`config.mk`:
```
export PLATFORM = sky130hd
export DESIGN_NAME = rv_muldiv
export DESIGN_NICKNAME = d
export VERILOG_FILES = /design/src/rtl/rv_pkg.sv /design/src/rtl/rv_div_step.sv /design/src/rtl/rv_muldiv.sv
export SDC_FILE = /design/constraint.sdc
export NUM_CORES = 1
export LEC_CHECK = 0
export ABC_AREA = 1
export CORE_ASPECT_RATIO = 0.6
export CORE_MARGIN = 3
export CORE_UTILIZATION = 45
export DETAILED_ROUTE_END_ITERATION = 12
export DONT_BUFFER_PORTS = 1
export PLACE_DENSITY = 0.65
export SYNTH_ARGS = -nofsm -noshare
export SYNTH_HDL_FRONTEND = slang
export SYNTH_SLANG_ARGS = --single-unit
```
`constraint.sdc`:
```
create_clock -name clk -period 6.1 [get_ports clk]
set_clock_uncertainty 0.15 [all_clocks]
set_input_delay 1.22 -clock clk [delete_from_list [all_inputs] [get_ports clk]]
set_output_delay 1.22 -clock clk [all_outputs]
set_load 0.05 [all_outputs]
```
`src/rtl/rv_pkg.sv`:
```
// Shared core definitions used by the M-extension multiply/divide unit.
package rv_pkg;

  // funct3 encodings of the RV32M operations
  localparam logic [2:0] MDU_MUL    = 3'b000;
  localparam logic [2:0] MDU_MULH   = 3'b001;
  localparam logic [2:0] MDU_MULHSU = 3'b010;
  localparam logic [2:0] MDU_MULHU  = 3'b011;
  localparam logic [2:0] MDU_DIV    = 3'b100;
  localparam logic [2:0] MDU_DIVU   = 3'b101;
  localparam logic [2:0] MDU_REM    = 3'b110;
  localparam logic [2:0] MDU_REMU   = 3'b111;

  // Decode constants control uses to recognise an M-extension instruction
  localparam logic [6:0] OPC_OP        = 7'b0110011;
  localparam logic [6:0] FUNCT7_MULDIV = 7'b0000001;

  typedef enum logic [1:0] {
    IDLE = 2'd0,
    CALC = 2'd1,
    ADJ  = 2'd2,
    DONE = 2'd3
  } mdu_state_e;

  // rs1 is signed for MULH, MULHSU, DIV and REM
  function automatic logic mdu_a_signed(input logic [2:0] f3);
    return (f3 == MDU_MULH) || (f3 == MDU_MULHSU) ||
           (f3 == MDU_DIV)  || (f3 == MDU_REM);
  endfunction

  // rs2 is signed for MULH, DIV and REM (MULHSU keeps it unsigned)
  function automatic logic mdu_b_signed(input logic [2:0] f3);
    return (f3 == MDU_MULH) || (f3 == MDU_DIV) || (f3 == MDU_REM);
  endfunction

endpackage

```
`src/rtl/rv_div_step.sv`:
```
// One restoring-division step: shift in the next dividend bit, trial-subtract
// the divisor and keep the difference only when it does not go negative.
module rv_div_step #(
  parameter int XLEN = 32
) (
  input  logic [XLEN-1:0] rem_in,
  input  logic            bit_in,
  input  logic [XLEN-1:0] divisor,
  output logic [XLEN-1:0] rem_out,
  output logic            q_bit
);

  logic [XLEN:0] trial;

  // The true difference is always below the divisor, so XLEN bits suffice
  always_comb begin
    trial   = {rem_in, bit_in};
    q_bit   = (trial >= {1'b0, divisor});
    rem_out = q_bit ? (trial[XLEN-1:0] - divisor) : trial[XLEN-1:0];
  end

endmodule

```
`src/rtl/rv_muldiv.sv`:
```
// Iterative RV32M multiply/divide unit for the EX stage. Works on operand
// magnitudes and fixes the signs in a final ADJ cycle; divide-by-zero, signed
// overflow and (optionally) multiplies complete directly at the accept edge.
import rv_pkg::*;

module rv_muldiv #(
  parameter int XLEN     = 32,
  parameter bit MUL_FAST = 1'b0
) (
  input  logic            clk,
  input  logic            rst,
  input  logic            enable,
  input  logic            flush,
  input  logic            start,
  input  logic [2:0]      funct3,
  input  logic [XLEN-1:0] op_a,
  input  logic [XLEN-1:0] op_b,
  input  logic [4:0]      rd_in,
  output logic            busy,
  output logic            done,
  output logic [XLEN-1:0] result,
  output logic [4:0]      rd_out
);

  localparam int CW = $clog2(XLEN);
  localparam logic [XLEN-1:0] MOST_NEG = {1'b1, {(XLEN-1){1'b0}}};

  mdu_state_e        state;
  logic [CW-1:0]     cnt;
  // Multiply: {partial product high, multiplier shifting out}.
  // Divide:   {partial remainder, dividend shifting out / quotient shifting in}.
  logic [2*XLEN-1:0] acc;
  logic [XLEN-1:0]   mb;      // multiplicand or divisor magnitude
  logic [2:0]        f3_q;
  logic              neg_a;
  logic              neg_b;
  logic [4:0]        rd_q;

  // Accept-path decode
  logic              a_sgn;
  logic              b_sgn;
  logic              a_neg;
  logic              b_neg;
  logic [XLEN-1:0]   mag_a;
  logic [XLEN-1:0]   mag_b;
  logic [2*XLEN-1:0] ext_a;
  logic [2*XLEN-1:0] ext_b;
  logic [2*XLEN-1:0] fast_prod;
  logic              div_zero;
  logic              div_ovf;
  logic              is_fast;
  logic [XLEN-1:0]   special_res;
  logic [XLEN-1:0]   fast_res;

  // Iteration datapath
  logic [XLEN:0]     mul_sum;
  logic [2*XLEN-1:0] mul_next;
  logic [2*XLEN-1:0] div_next;
  logic [XLEN-1:0]   div_rem;
  logic              div_q;

  // Sign correction
  logic [2*XLEN-1:0] prod_fix;
  logic [XLEN-1:0]   quo_fix;
  logic [XLEN-1:0]   rem_fix;
  logic [XLEN-1:0]   adj_res;

  // Decode the incoming request: magnitudes, sign flags, shortcut results
  always_comb begin
    a_sgn     = mdu_a_signed(funct3);
    b_sgn     = mdu_b_signed(funct3);
    a_neg     = a_sgn & op_a[XLEN-1];
    b_neg     = b_sgn & op_b[XLEN-1];
    mag_a     = a_neg ? -op_a : op_a;
    mag_b     = b_neg ? -op_b : op_b;
    ext_a     = a_sgn ? {{XLEN{op_a[XLEN-1]}}, op_a} : {{XLEN{1'b0}}, op_a};
    ext_b     = b_sgn ? {{XLEN{op_b[XLEN-1]}}, op_b} : {{XLEN{1'b0}}, op_b};
    fast_prod = ext_a * ext_b;
    fast_res  = (funct3 == MDU_MUL) ? fast_prod[XLEN-1:0] : fast_prod[2*XLEN-1:XLEN];
    is_fast   = MUL_FAST && !funct3[2];
    div_zero  = funct3[2] && (op_b == '0);
    div_ovf   = ((funct3 == MDU_DIV) || (funct3 == MDU_REM)) &&
                (op_a == MOST_NEG) && (op_b == '1);
    // funct3[1] separates REM/REMU from DIV/DIVU
    if (div_zero) special_res = funct3[1] ? op_a : '1;
    else          special_res = funct3[1] ? '0 : MOST_NEG;
  end

  // Shift-add multiply step: conditionally add the multiplicand, shift right
  always_comb begin
    mul_sum  = {1'b0, acc[2*XLEN-1:XLEN]} + {1'b0, mb};
    mul_next = acc[0] ? {mul_sum, acc[XLEN-1:1]} : {1'b0, acc[2*XLEN-1:1]};
    div_next = {div_rem, acc[XLEN-2:0], div_q};
  end

  rv_div_step #(.XLEN(XLEN)) u_div_step (
    .rem_in  (acc[2*XLEN-1:XLEN]),
    .bit_in  (acc[XLEN-1]),
    .divisor (mb),
    .rem_out (div_rem),
    .q_bit   (div_q)
  );

  // Apply operand signs to the unsigned product / quotient / remainder
  always_comb begin
    prod_fix = (neg_a ^ neg_b) ? -acc : acc;
    quo_fix  = (neg_a ^ neg_b) ? -acc[XLEN-1:0] : acc[XLEN-1:0];
    rem_fix  = neg_a ? -acc[2*XLEN-1:XLEN] : acc[2*XLEN-1:XLEN];
    case (f3_q)
      MDU_MUL:                         adj_res = prod_fix[XLEN-1:0];
      MDU_MULH, MDU_MULHSU, MDU_MULHU: adj_res = prod_fix[2*XLEN-1:XLEN];
      MDU_DIV, MDU_DIVU:               adj_res = quo_fix;
      default:                         adj_res = rem_fix;
    endcase
  end

  // Control FSM with registered busy/done/result/rd_out; flush beats start and enable
  always_ff @(posedge clk or posedge rst) begin
    if (rst) begin
      state  <= IDLE;
      cnt    <= '0;
      acc    <= '0;
      mb     <= '0;
      f3_q   <= '0;
      neg_a  <= 1'b0;
      neg_b  <= 1'b0;
      rd_q   <= '0;
      busy   <= 1'b0;
      done   <= 1'b0;
      result <= '0;
      rd_out <= '0;
    end else if (flush) begin
      state <= IDLE;
      busy  <= 1'b0;
      done  <= 1'b0;
    end else if (enable) begin
      case (state)
        IDLE, DONE: begin
          done  <= 1'b0;
          state <= IDLE;
          if (start) begin
            f3_q  <= funct3;
            rd_q  <= rd_in;
            neg_a <= a_neg;
            neg_b <= b_neg;
            mb    <= mag_b;
            if (div_zero || div_ovf || is_fast) begin
              result <= (div_zero || div_ovf) ? special_res : fast_res;
              rd_out <= rd_in;
              done   <= 1'b1;
              state  <= DONE;
            end else begin
              acc   <= {{XLEN{1'b0}}, mag_a};
              cnt   <= '0;
              busy  <= 1'b1;
              state <= CALC;
            end
          end
        end
        CALC: begin
          acc <= f3_q[2] ? div_next : mul_next;
          cnt <= cnt + CW'(1);
          if (cnt == CW'(XLEN-1)) state <= ADJ;
        end
        ADJ: begin
          result <= adj_res;
          rd_out <= rd_q;
          busy   <= 1'b0;
          done   <= 1'b1;
          state  <= DONE;
        end
        default: state <= IDLE;
      endcase
    end
  end

endmodule

```
* Word level (Yosys, flattened, before mapping)
Cells that the tools add are included.
** Storage, ports and cells
- Logic and storage cells :: 112
- Bits of input ports :: 77
- Output and inout port bits :: 39
- Bits in registers :: 152
** Operators by class
- Reduce and logical (&&, ||, !) cells :: 26
- Multiplexer cells :: 40
- Bitwise operators :: 4
- $add $sub $neg :: 8
- Equality and inequality tests :: 21
- Order comparisons :: 1
** Operators with widths (count)
- 32-bit two-way mux :: 10
- 64-bit two-way mux :: 5
- 32-bit negator :: 4
- 64-bit one-hot mux with 2 select lines :: 1
- 32-bit one-hot mux with 3 select lines :: 1
- 32-bit equality test, second input constant :: 2
- 64-bit negator :: 1
- 32-bit one-hot mux with 2 select lines :: 1
- 32-bit by 32-bit adder with 33-bit output :: 1
- 33-bit by 32-bit >= comparator with 1-bit output :: 1
- 32-bit logical NOT :: 1
- 32-bit subtractor :: 1
- 5-bit two-way mux :: 4
- 5-bit one-hot mux with 2 select lines :: 2
- 3-bit equality test, second input constant :: 4
- 2-bit two-way mux :: 5
- 5-bit AND reduction :: 2
- 3-bit by 2-bit equality test with 1-bit output, second input constant :: 3
- 3-bit != test, second input constant :: 3
- 1-bit two-way mux :: 8
- 4-bit AND reduction :: 2
- 1-bit logical OR :: 7
- 3-bit by 1-bit equality test with 1-bit output, second input constant :: 2
- 2-bit != test, second input constant :: 3
- other kinds (17) :: 26

* Depth between registers and ports, before layout
Gate-level depths: netlist of the first run.
- Word-level depth :: 10
- Depth in mapped cells :: 18
- Depth with buffers taken out :: 17

* Modules after synthesis
A second synthesis of the first run with hierarchy kept.
** Unflattened totals
- Cells, all modules :: 3243
- Area total of the unflattened synthesis :: 18509.0 um2
** By module, submodules not included
- rv_muldiv :: sequential area each 3803.6 um2, cells each 2596, area each 15348.5 um2, times used 1
- rv_div_step :: sequential area each 0.0 um2, cells each 647, area each 3160.5 um2, times used 1

* Worst setup path after synthesis of the first run
No wires, ideal clock.
- Kind :: input -> register
- From :: in op_a[1]
- To :: reg result[11]
- Required time :: 5.829 ns
- Arrival time :: 2.640 ns
- Stages on the path :: 13
- Buffers on the path :: 2
- Setup time :: 0.121 ns
- Path slack :: 3.189 ns
- Path through :: inv_1 ha_1 nand3_1 nor2_4 nand2_1 nor2_1 nand3_1 nand3_2 nand2_2 buf_6 buf_6 nor2_1 a21oi_1
** On the way
- Word-level cells in the longest chain between the ends :: 6
** RTL lines
- start, declared :: RTL line rv_muldiv.sv:16 : input logic [XLEN-1:0] op_a,
- 32-bit equality test :: RTL line rv_muldiv.sv:83 : (op_a == MOST_NEG) && (op_b == '1);
- 1-bit logical AND :: RTL line rv_muldiv.sv:82 : div_ovf = ((funct3 == MDU_DIV) || (funct3 == MDU_REM)) &&
- 1-bit logical AND :: RTL line rv_muldiv.sv:83
- 1-bit logical OR :: RTL line rv_muldiv.sv:147, rv_muldiv.sv:148
- 2-bit != test (no source line)
- 5-bit AND reduction (no source line)
- end signal, assigned :: RTL line rv_muldiv.sv:148 : result <= (div_zero || div_ovf) ? special_res : fast_res;
- end signal, assigned :: RTL line rv_muldiv.sv:166 : result <= adj_res;
- end, declared :: RTL line rv_muldiv.sv:21 : output logic [XLEN-1:0] result,
Every way passes these cells.
A chain may end at the register's enable or synchronous reset.

* Worst setup path in the final report of the first run
- From :: reg acc[0]
- To :: reg result[10]
** On the way
- Word-level cells in the longest chain between the ends :: 4
- Elaborated cells between the ends (all ways) :: 6
- Those cells by class :: add/sub (2); mux (4)
** RTL lines
- start, declared :: RTL line rv_muldiv.sv:32 : logic [2*XLEN-1:0] acc;
- start signal, assigned :: RTL line rv_muldiv.sv:153 : acc <= {{XLEN{1'b0}}, mag_a};
- start signal, assigned :: RTL line rv_muldiv.sv:161 : acc <= f3_q[2] ? div_next : mul_next;
- 64-bit negator or 32-bit negator (tied branches) :: RTL line rv_muldiv.sv:106, rv_muldiv.sv:107
- 64-bit two-way mux or 32-bit two-way mux (tied branches) :: RTL line rv_muldiv.sv:106, rv_muldiv.sv:107
- 32-bit one-hot mux with 3 select lines (*) :: RTL line rv_muldiv.sv:109 : case (f3_q)
- 32-bit one-hot mux with 2 select lines (*) :: RTL line rv_muldiv.sv:137 : case (state)
Mark *: on every way between the ends. The rest lies on a longest branch, timed or not.

==> metrics.yaml, run 1 <==
worstHoldPathCells: 2
number_of_maximum_capacitance_violations: 0
yosys_warnings: 0
worst-endpoint-arrival_ns: 4.09
setup_viol: 0
synth_top_cell_area_share: 0.2249
crit_chain: "buf_4, inv_2, ha_1, nand2_1, nor2_4, nand3_1, o21ai_2, nand3_1, nand2_1, nor2_1, o21ai_0, a21oi_1"
floorplan.initialDensity: 0.4589
max_freq_mhz: 254.1
clk_pin_slew_worst_paths_ns: 0.08
critical_path.reg2reg.endpoint: "result[10]"
synthMuxAreaShare: 0
postSynthRegisterBits: 152
synth_seq_area_share: 0.2112
power.switching_fraction: 0.6151
resize_count_post_cts: 0
synth_area_in_compound_gates: 0.1590
clk-insertion-delay-late_ns: 0.46
leakage_nw: 9.792
layout_worst_path_cycle_share: 0.6451
worst_path_dominant_cell_family: "compound AO/OA/AOI/OAI gates"
critical_path_peak_fanout: 48
clock_tree.root_cell: "sky130_fd_sc_hd__clkbuf_16"
timing.critical_path.slowest_cell_delay_ns: 0.65
critPathRequiredTime_ns: 6.26
cts_inserted_buffers: 17
post_synth_main_area_contributors: "sky130_fd_sc_hd__nand2_1 (22%), sky130_fd_sc_hd__dfrtp_1 (21%), sky130_fd_sc_hd__nor2_1 (9.0%)"
clock_sinks: 152
critical_path_buf_inv_count: 2
synth_flop_cell: "sky130_fd_sc_hd__dfrtp_1"
gr-total-overflow: 0
final-max-slew-violation-count: 0
tightestPinTransition_ns: 1.243
layout.cell_area.non_filler_um2: 18900
io_buffer_count: 0
routed_via_density: 5.892
p_int_w: 0.003366
postLayoutSetupSlackWorst_ns: 2.165
final.setup.tns_ns: 0
synth_area_per_cell_um2: 5.608
post_synth_fa_ha_maj_area_fraction: 0.05295
synth_fp_nets: 3363
detailed_place_hpwl_um: 68050
holdCritStartpoint: "rd_q[1]"
die_area_um2: 42530
die_h_um: 160.9
dominant_combinational_cell_family_by_area_after_synthesis: "simple AND/OR/NAND/NOR gates"
grt_first_pass_wirelength_um: 122400
groute.usage.overall: 0.3875
synth_area_leader_cell: "sky130_fd_sc_hd__nand2_1"
antenna_found_initial: 2
yosys.area_share.xor_xnor: 0.03016
timing.final.hold_violations: 0
outcome: "finished, final reports clean"
tritoncts_clock_tree: "yes"
cts_hold_buffers: 0
worst_r2r_path_depth: 12
dpl.cell_count: 3642
power.density_cell_area_nw_per_um2: 462.7
detail_route.drc_violations: 0
final_cell_count_no_fill: 3676
coreArea_um2: 39240
synth_enable_flop_cells: 0
post_cts.repair.setup_buffers: 0
finish.net_count: 3291
vdd_drop_max_mv: 0.2327
placement.cell_area_um2: 18300
max-slew-margin-rel: 0.1628
netlist_area_um2: 18010
ff2ff_setup_slack_ns: 2.16
post_synth_and_or_nand_nor_area_fraction: 0.4422
netlist_instances: 3211
regToRegStartpoint: "acc[0]"
grt_setup_unrepaired: "false"
area_overhead_vs_synth_pct: 4.940
initial_drt_markers: 3528
total_switching_power_w: 0.005378
path_class: "flop to flop"
seq_power_share: 0.274
netlist-cell-type-count: 53
largest_net_degree_at_the_start_of_global_routing: 91
via_count: 21660
min_delay_worst_endpoint: "rd_q[1]"
crit_slowest_cell: "sky130_fd_sc_hd__inv_2"
gp_routability_congestion: 1.041
worstSetupStartpoint: "acc[0]"
dp_slack_ns: 1.931
clk_path_buf_depth: 2
asr_flop_ratio_synth: 1.000
share_clk_of_total_power: 0.127
drt.antenna.violating_nets: 0
routed_wl_um: 84780
die-width_um: 264.2
first_global_vias: 18930
final.fill_count: 4349
pwr-share-comb: 0.599
drt-pass1-iter-count: 6
post-route-min-period_ns: 3.935
cts-htree-levels: 4
wl_per_cell_um: 23.06
std_cell_rows: 56
hold_path.class: "flop to flop"
ios: 116
start_kind: "flop"
end_kind: "flop"
layout_cell_share_with_drive_strength_beyond_1: 0.03839
metrics by stage:
step           hold WS, ns  total power, W    util
2_1_floorplan       0.2992        0.005545       -
3_3_place_gp        0.3117        0.007293  0.4663
3_5_place_dp        0.3158        0.007311  0.4663
4_1_cts             0.3356        0.008430  0.4814
5_1_grt             0.3498        0.009289  0.4816
6_report            0.3380        0.008744  0.4816
per-layer routing:
metal | part of all wire | track usage | vias to the layer above | wire [um]
li1 | - | - | 10200 | -
met1 | 0.46 | 0.5980 | 9948 | 39140
met2 | 0.33 | 0.4344 | 1407 | 27560
met3 | 0.19 | 0.2330 | 101 | 16390
met4 | 0.016 | 0.06197 | 4 | 1378
met5 | 0.0037 | 0.05293 | - | 317
power groups by stage:
stage | combinational (W) | clock, W | sequential, W
3_5_place_dp | 0.00497 | 0 | 0.00234
3_3_place_gp | 0.00494 | 0 | 0.00235
2_1_floorplan | 0.00360 | 0 | 0.00195
5_1_grt | 0.00573 | 0.00116 | 0.00240
6_report | 0.00524 | 0.00111 | 0.00240
4_1_cts | 0.00499 | 0.00111 | 0.00233
registers in the layout, indices dropped and copies added (netlist names):
name	cells
cnt	5
busy	1
done	1
rd_out	5
acc	64
result	32
f3_q	3
rd_q	5
mb	32
neg_b	1
state	2
neg_a	1
worst min-delay path, cell delays in order, from the launching register on:
cell	delay, ns
sky130_fd_sc_hd__dfrtp_1	0.35
sky130_fd_sc_hd__nand2_1	0.05
sky130_fd_sc_hd__nand2_1	0.05
cell type report:
class	instances	area, um^2	area share
inverter	359	1355	0.07171
clock buffer	18	439.2	0.02324
timing repair buffer	20	150.1	0.007946
clock inverter	14	156.4	0.008277
sequential	152	3807	0.2015
tap	522	653.1	0.03456
antenna	2	5.005	0.0002649
multi-input combinational	2589	12330	0.6525
how the worst max path moves through the flow:
stage / depth (start not counted) / slack (ns) / to
floorplan: 1 / 0.64 / acc[0]
global placement: 13 / 1.98 / acc[16]
detailed placement: 13 / 1.93 / acc[21]
CTS: 12 / 2.33 / result[11]
global route: 13 / 2.02 / result[21]
finish: 12 / 2.16 / result[10]
cells in the final DEF (no fill, tap or decap), types with 3 or more instances in the layout:
| master | n |
|---|---|
| sky130_fd_sc_hd__nor3_1 | 22 |
| sky130_fd_sc_hd__ha_1 | 73 |
| sky130_fd_sc_hd__clkbuf_16 | 17 |
| sky130_fd_sc_hd__clkinv_8 | 3 |
| sky130_fd_sc_hd__nor2_1 | 430 |
| sky130_fd_sc_hd__inv_2 | 11 |
| sky130_fd_sc_hd__o21ai_1 | 38 |
| sky130_fd_sc_hd__nor4_1 | 3 |
| sky130_fd_sc_hd__inv_6 | 4 |
| sky130_fd_sc_hd__nand3b_1 | 10 |
| sky130_fd_sc_hd__inv_1 | 341 |
| sky130_fd_sc_hd__o21a_1 | 5 |
| sky130_fd_sc_hd__o22ai_1 | 4 |
| sky130_fd_sc_hd__nand2_2 | 9 |
| sky130_fd_sc_hd__xor2_1 | 46 |
| sky130_fd_sc_hd__xnor2_1 | 16 |
| sky130_fd_sc_hd__and2_1 | 3 |
| sky130_fd_sc_hd__nor2_4 | 6 |
| sky130_fd_sc_hd__o31ai_1 | 5 |
| sky130_fd_sc_hd__inv_8 | 5 |
| sky130_fd_sc_hd__buf_4 | 20 |
| sky130_fd_sc_hd__o211ai_1 | 8 |
| sky130_fd_sc_hd__nand3_1 | 276 |
| sky130_fd_sc_hd__nand3_2 | 5 |
| sky130_fd_sc_hd__a21o_1 | 4 |
| sky130_fd_sc_hd__dfrtp_1 | 151 |
| sky130_fd_sc_hd__o21bai_1 | 11 |
| sky130_fd_sc_hd__nor2_2 | 11 |
| sky130_fd_sc_hd__nand2_1 | 1079 |
| sky130_fd_sc_hd__a31oi_1 | 16 |
| sky130_fd_sc_hd__nand4_1 | 48 |
| sky130_fd_sc_hd__a21oi_1 | 207 |
| sky130_fd_sc_hd__o21ai_0 | 221 |
| sky130_fd_sc_hd__a21oi_2 | 12 |
| sky130_fd_sc_hd__clkinv_1 | 4 |
synthesized netlist by cell type, drive strengths merged, types with 16 or more instances:
library cell,number
xnor2,16
buf,60
nand3,281
nor2,448
dfrtp,152
clkbuf,51
nor3,22
nand2,1091
nand4,49
ha,73
a31oi,16
o21ai,261
inv,353
a21oi,219
xor2,46
cell families (layout without fill, tap and decap cells):
family	count (synthesis)	in the layout
AND/OR/NAND/NOR	1915	1915
AO/OA/AOI/OAI	537	537
buffers and inverters	470	411
flip-flops	152	152
adder cells (fa/ha/maj)	75	75
XOR/XNOR	62	62
other	0	2
No activity file was read; power rests on OpenSTA's default activity.
==> run 2: changes to the inputs <==
Clock period 6.1 ns to 3.97 ns, I/O delays scaled along.
==> run 2 against run 1 <==
Compared with the run above: total power grew 60%; sequential cell count did not move; routed wire length rose by 3.9%; via count grew 2.2%; largest power group unchanged; critical path depth grew 1; count of clock-buffer cells in the layout increased by 2; combinational power grew 68%; cell count up 1.3%; maximum frequency increased by 6.2%; setup slack got worse by 1.9 ns; global-route usage rose by 1.3 points; sequential power increased by 45%.
==> metrics.yaml, run 2 (synthesis gave the netlist of run 1 again) <==
outcome: "finished, final reports clean"  # unchanged
path_class: "flop to flop"  # unchanged
layout_commonest_cell: "sky130_fd_sc_hd__nand2_1"  # unchanged
io_buffer_count: 0  # unchanged
max_freq_mhz: 269.9  # was 254.1 MHz
die_area_um2: 42530  # unchanged
regMostFlops: "acc"  # unchanged
finish.net_count: 3339  # was 3291
route.met2.wl_um: 28430  # was 27560 um
ff2ff_setup_slack_ns: 0.27  # was 2.16 ns
detailed_place_hpwl_um: 71870  # was 68050 um
initial_drt_markers: 3536  # was 3528
layout_cell_share_with_drive_strength_beyond_1: 0.05250  # was 0.03839
critical_path_peak_fanout: 7  # was 48
final.setup.tns_ns: 0  # unchanged
leakage_nw: 10.04  # was 9.792 nW
final-max-slew-violation-count: 0  # unchanged
power.density_cell_area_nw_per_um2: 723.7  # was 462.7 nW/um^2
largestRegisters: "acc x64, mb x32, result x32"  # unchanged
cts_inserted_buffers: 17  # unchanged
worst_path_dominant_cell_family: "simple AND/OR/NAND/NOR gates"  # was compound AO/OA/AOI/OAI gates
number_of_maximum_capacitance_violations: 0  # unchanged
hold_path.class: "primary input to async pin"  # was flop to flop
post_cts.repair.setup_buffers: 0  # unchanged
clk-insertion-delay-late_ns: 0.45  # was 0.46 ns
ios: 116  # unchanged
clock_sinks: 152  # unchanged
cts_hold_buffers: 0  # unchanged
end_kind: "flop"  # unchanged
crit_chain: "clkinv_1, ha_1, nand2_1, nor2_1, nand2_1, nand2_1, o21ai_0, a21oi_1, o21ai_0, nand2_1, inv_1, nand2_1, a21oi_1"  # was buf_4, inv_2, ha_1, nand2_1, nor2_4, nand3_1, o21ai_2, nand3_1, nand2_1, nor2_1, o21ai_0, a21oi_1
largest_register_ff_count: 64  # unchanged
cts-htree-levels: 4  # unchanged
floorplan.initialDensity: 0.4589  # unchanged
drt-pass1-iter-count: 8  # was 6
postLayoutSetupSlackWorst_ns: 0.2650  # was 2.165 ns
largest_net_degree_at_the_start_of_global_routing: 80  # was 91
end_of_flow_core_utilization: 0.4916  # was 0.4816
die_h_um: 160.9  # unchanged
std_cell_rows: 56  # unchanged
drt.antenna.violating_nets: 0  # unchanged
layout.cells.most_common_list: "sky130_fd_sc_hd__nand2_1 (1079), sky130_fd_sc_hd__nor2_1 (430), sky130_fd_sc_hd__inv_1 (341)"  # unchanged
antenna_found_initial: 2  # unchanged
layout_worst_path_cycle_share: 0.9332  # was 0.6451
gp_routability_congestion: 1.077  # was 1.041
area_overhead_vs_synth_pct: 7.136  # was 4.940%
routed-wl-met3_um: 17830  # was 16390 um
resize_count_post_cts: 0  # unchanged
clk_pin_slew_worst_paths_ns: 0.07  # was 0.08 ns
timing.critical_path.slowest_cell_delay_ns: 0.61  # was 0.65 ns
fin_total_pwr_w: 0.01396  # was 0.008744 W
gr-total-overflow: 0  # unchanged
start_kind: "flop"  # unchanged
coreArea_um2: 39240  # unchanged
wl_met1_um: 40490  # was 39140 um
grt_setup_unrepaired: "false"  # unchanged
placement.cell_area_um2: 18690  # was 18300 um^2
critical_path.reg2reg.endpoint: "result[20]"  # was result[10]
max-slew-margin-rel: 0.3270  # was 0.1628
worst-endpoint-arrival_ns: 3.87  # was 4.09 ns
highest_layer: "met5"  # unchanged
dp_slack_ns: 0.5977  # was 1.931 ns
critPathRequiredTime_ns: 4.13  # was 6.26 ns
worst_r2r_path_depth: 13  # was 12
regToRegStartpoint: "acc[32]"  # was acc[0]
groute.usage.overall: 0.4007  # was 0.3875
routed_via_density: 5.944  # was 5.892
routed_wl_um: 88100  # was 84780 um
critical_path_buf_inv_count: 2  # unchanged
clk_path_buf_depth: 2  # unchanged
die-width_um: 264.2  # unchanged
wl_per_cell_um: 23.66  # was 23.06 um
via_count: 22130  # was 21660
crit_slowest_cell: "sky130_fd_sc_hd__dfrtp_1"  # was sky130_fd_sc_hd__inv_2
detail_route.drc_violations: 0  # unchanged
timing.final.hold_violations: 0  # unchanged
layout.cell_area.non_filler_um2: 19290  # was 18900 um^2
first_global_vias: 19150  # was 18930
vdd_drop_max_mv: 0.4443  # was 0.2327 mV
clock_tree.root_cell: "sky130_fd_sc_hd__clkbuf_16"  # unchanged
crit_path_frequent_cell: "sky130_fd_sc_hd__nand2_1"
tightestPinTransition_ns: 1.008  # was 1.243 ns
post-route-min-period_ns: 3.705  # was 3.935 ns
tritoncts_clock_tree: "yes"  # unchanged
grt_first_pass_wirelength_um: 125900  # was 122400 um
setup_viol: 0  # unchanged
-- run 2: cell types whose count changed in the layout (fill, tap and decap cells not counted), sizes merged --
cell      change
buf          +48
inv           -6
bufinv        +2
diode         -1
clkinv        -1
clkinvlp      +3
clkbuf        +2
-- run 2: worst reg2reg max path: stages (launching register included) --
cell and delay, ns:
sky130_fd_sc_hd__dfrtp_1 0.61, sky130_fd_sc_hd__clkinv_1 0.16, sky130_fd_sc_hd__ha_1 0.42, sky130_fd_sc_hd__nand2_1 0.25, sky130_fd_sc_hd__nor2_1 0.54, sky130_fd_sc_hd__nand2_1 0.23, sky130_fd_sc_hd__nand2_1 0.26, sky130_fd_sc_hd__o21ai_0 0.16
sky130_fd_sc_hd__a21oi_1 0.13, sky130_fd_sc_hd__o21ai_0 0.10, sky130_fd_sc_hd__nand2_1 0.07, sky130_fd_sc_hd__inv_1 0.04, sky130_fd_sc_hd__nand2_1 0.31, sky130_fd_sc_hd__a21oi_1 0.12
-- run 2: cell type report --
cell class / instances / area [um^2]
antenna: 1 / 2.502
clock buffer: 20 / 456.7
inverter: 359 / 1354
multi-input combinational: 2589 / 12330
sequential: 152 / 3807
timing repair buffer: 68 / 548.0
fill: 4310 / 19950
clock inverter: 12 / 140.1
tap: 522 / 653.1
-- run 2: per-layer routing --
layer,up-vias,track usage
met4,2,0.05600
met5,-,0
met1,10210,0.6171
met3,110,0.2675
met2,1528,0.4404
li1,10280,-
-- run 2: worst max-delay path by stage --
stage,start,endpoint,slack [ns],depth (start not counted)
2_1_floorplan,rst,acc[0],1.11,1
3_3_place_gp,op_a[0],acc[18],0.69,13
3_5_place_dp,op_a[0],acc[30],0.60,13
4_1_cts,acc[32],result[20],0.67,13
5_1_grt,acc[32],result[28],0.27,13
6_report,acc[32],result[20],0.27,13
-- run 2: power breakdown --
group	switching [W]	internal, W	leakage [nW]
Clock	0.000732	0.000966	0.284
Sequential	0.00143	0.00204	1.95
Combinational	0.00636	0.00242	7.80
Total	0.00853	0.00543	10.0
-- run 2: through the flow --
step           hold WS, ns  cells
2_1_floorplan       0.2992   3211
3_3_place_gp        0.3116   3690
3_5_place_dp        0.3208   3690
4_1_cts             0.2247   3722
5_1_grt             0.2424   3722
6_report            0.2022   3723
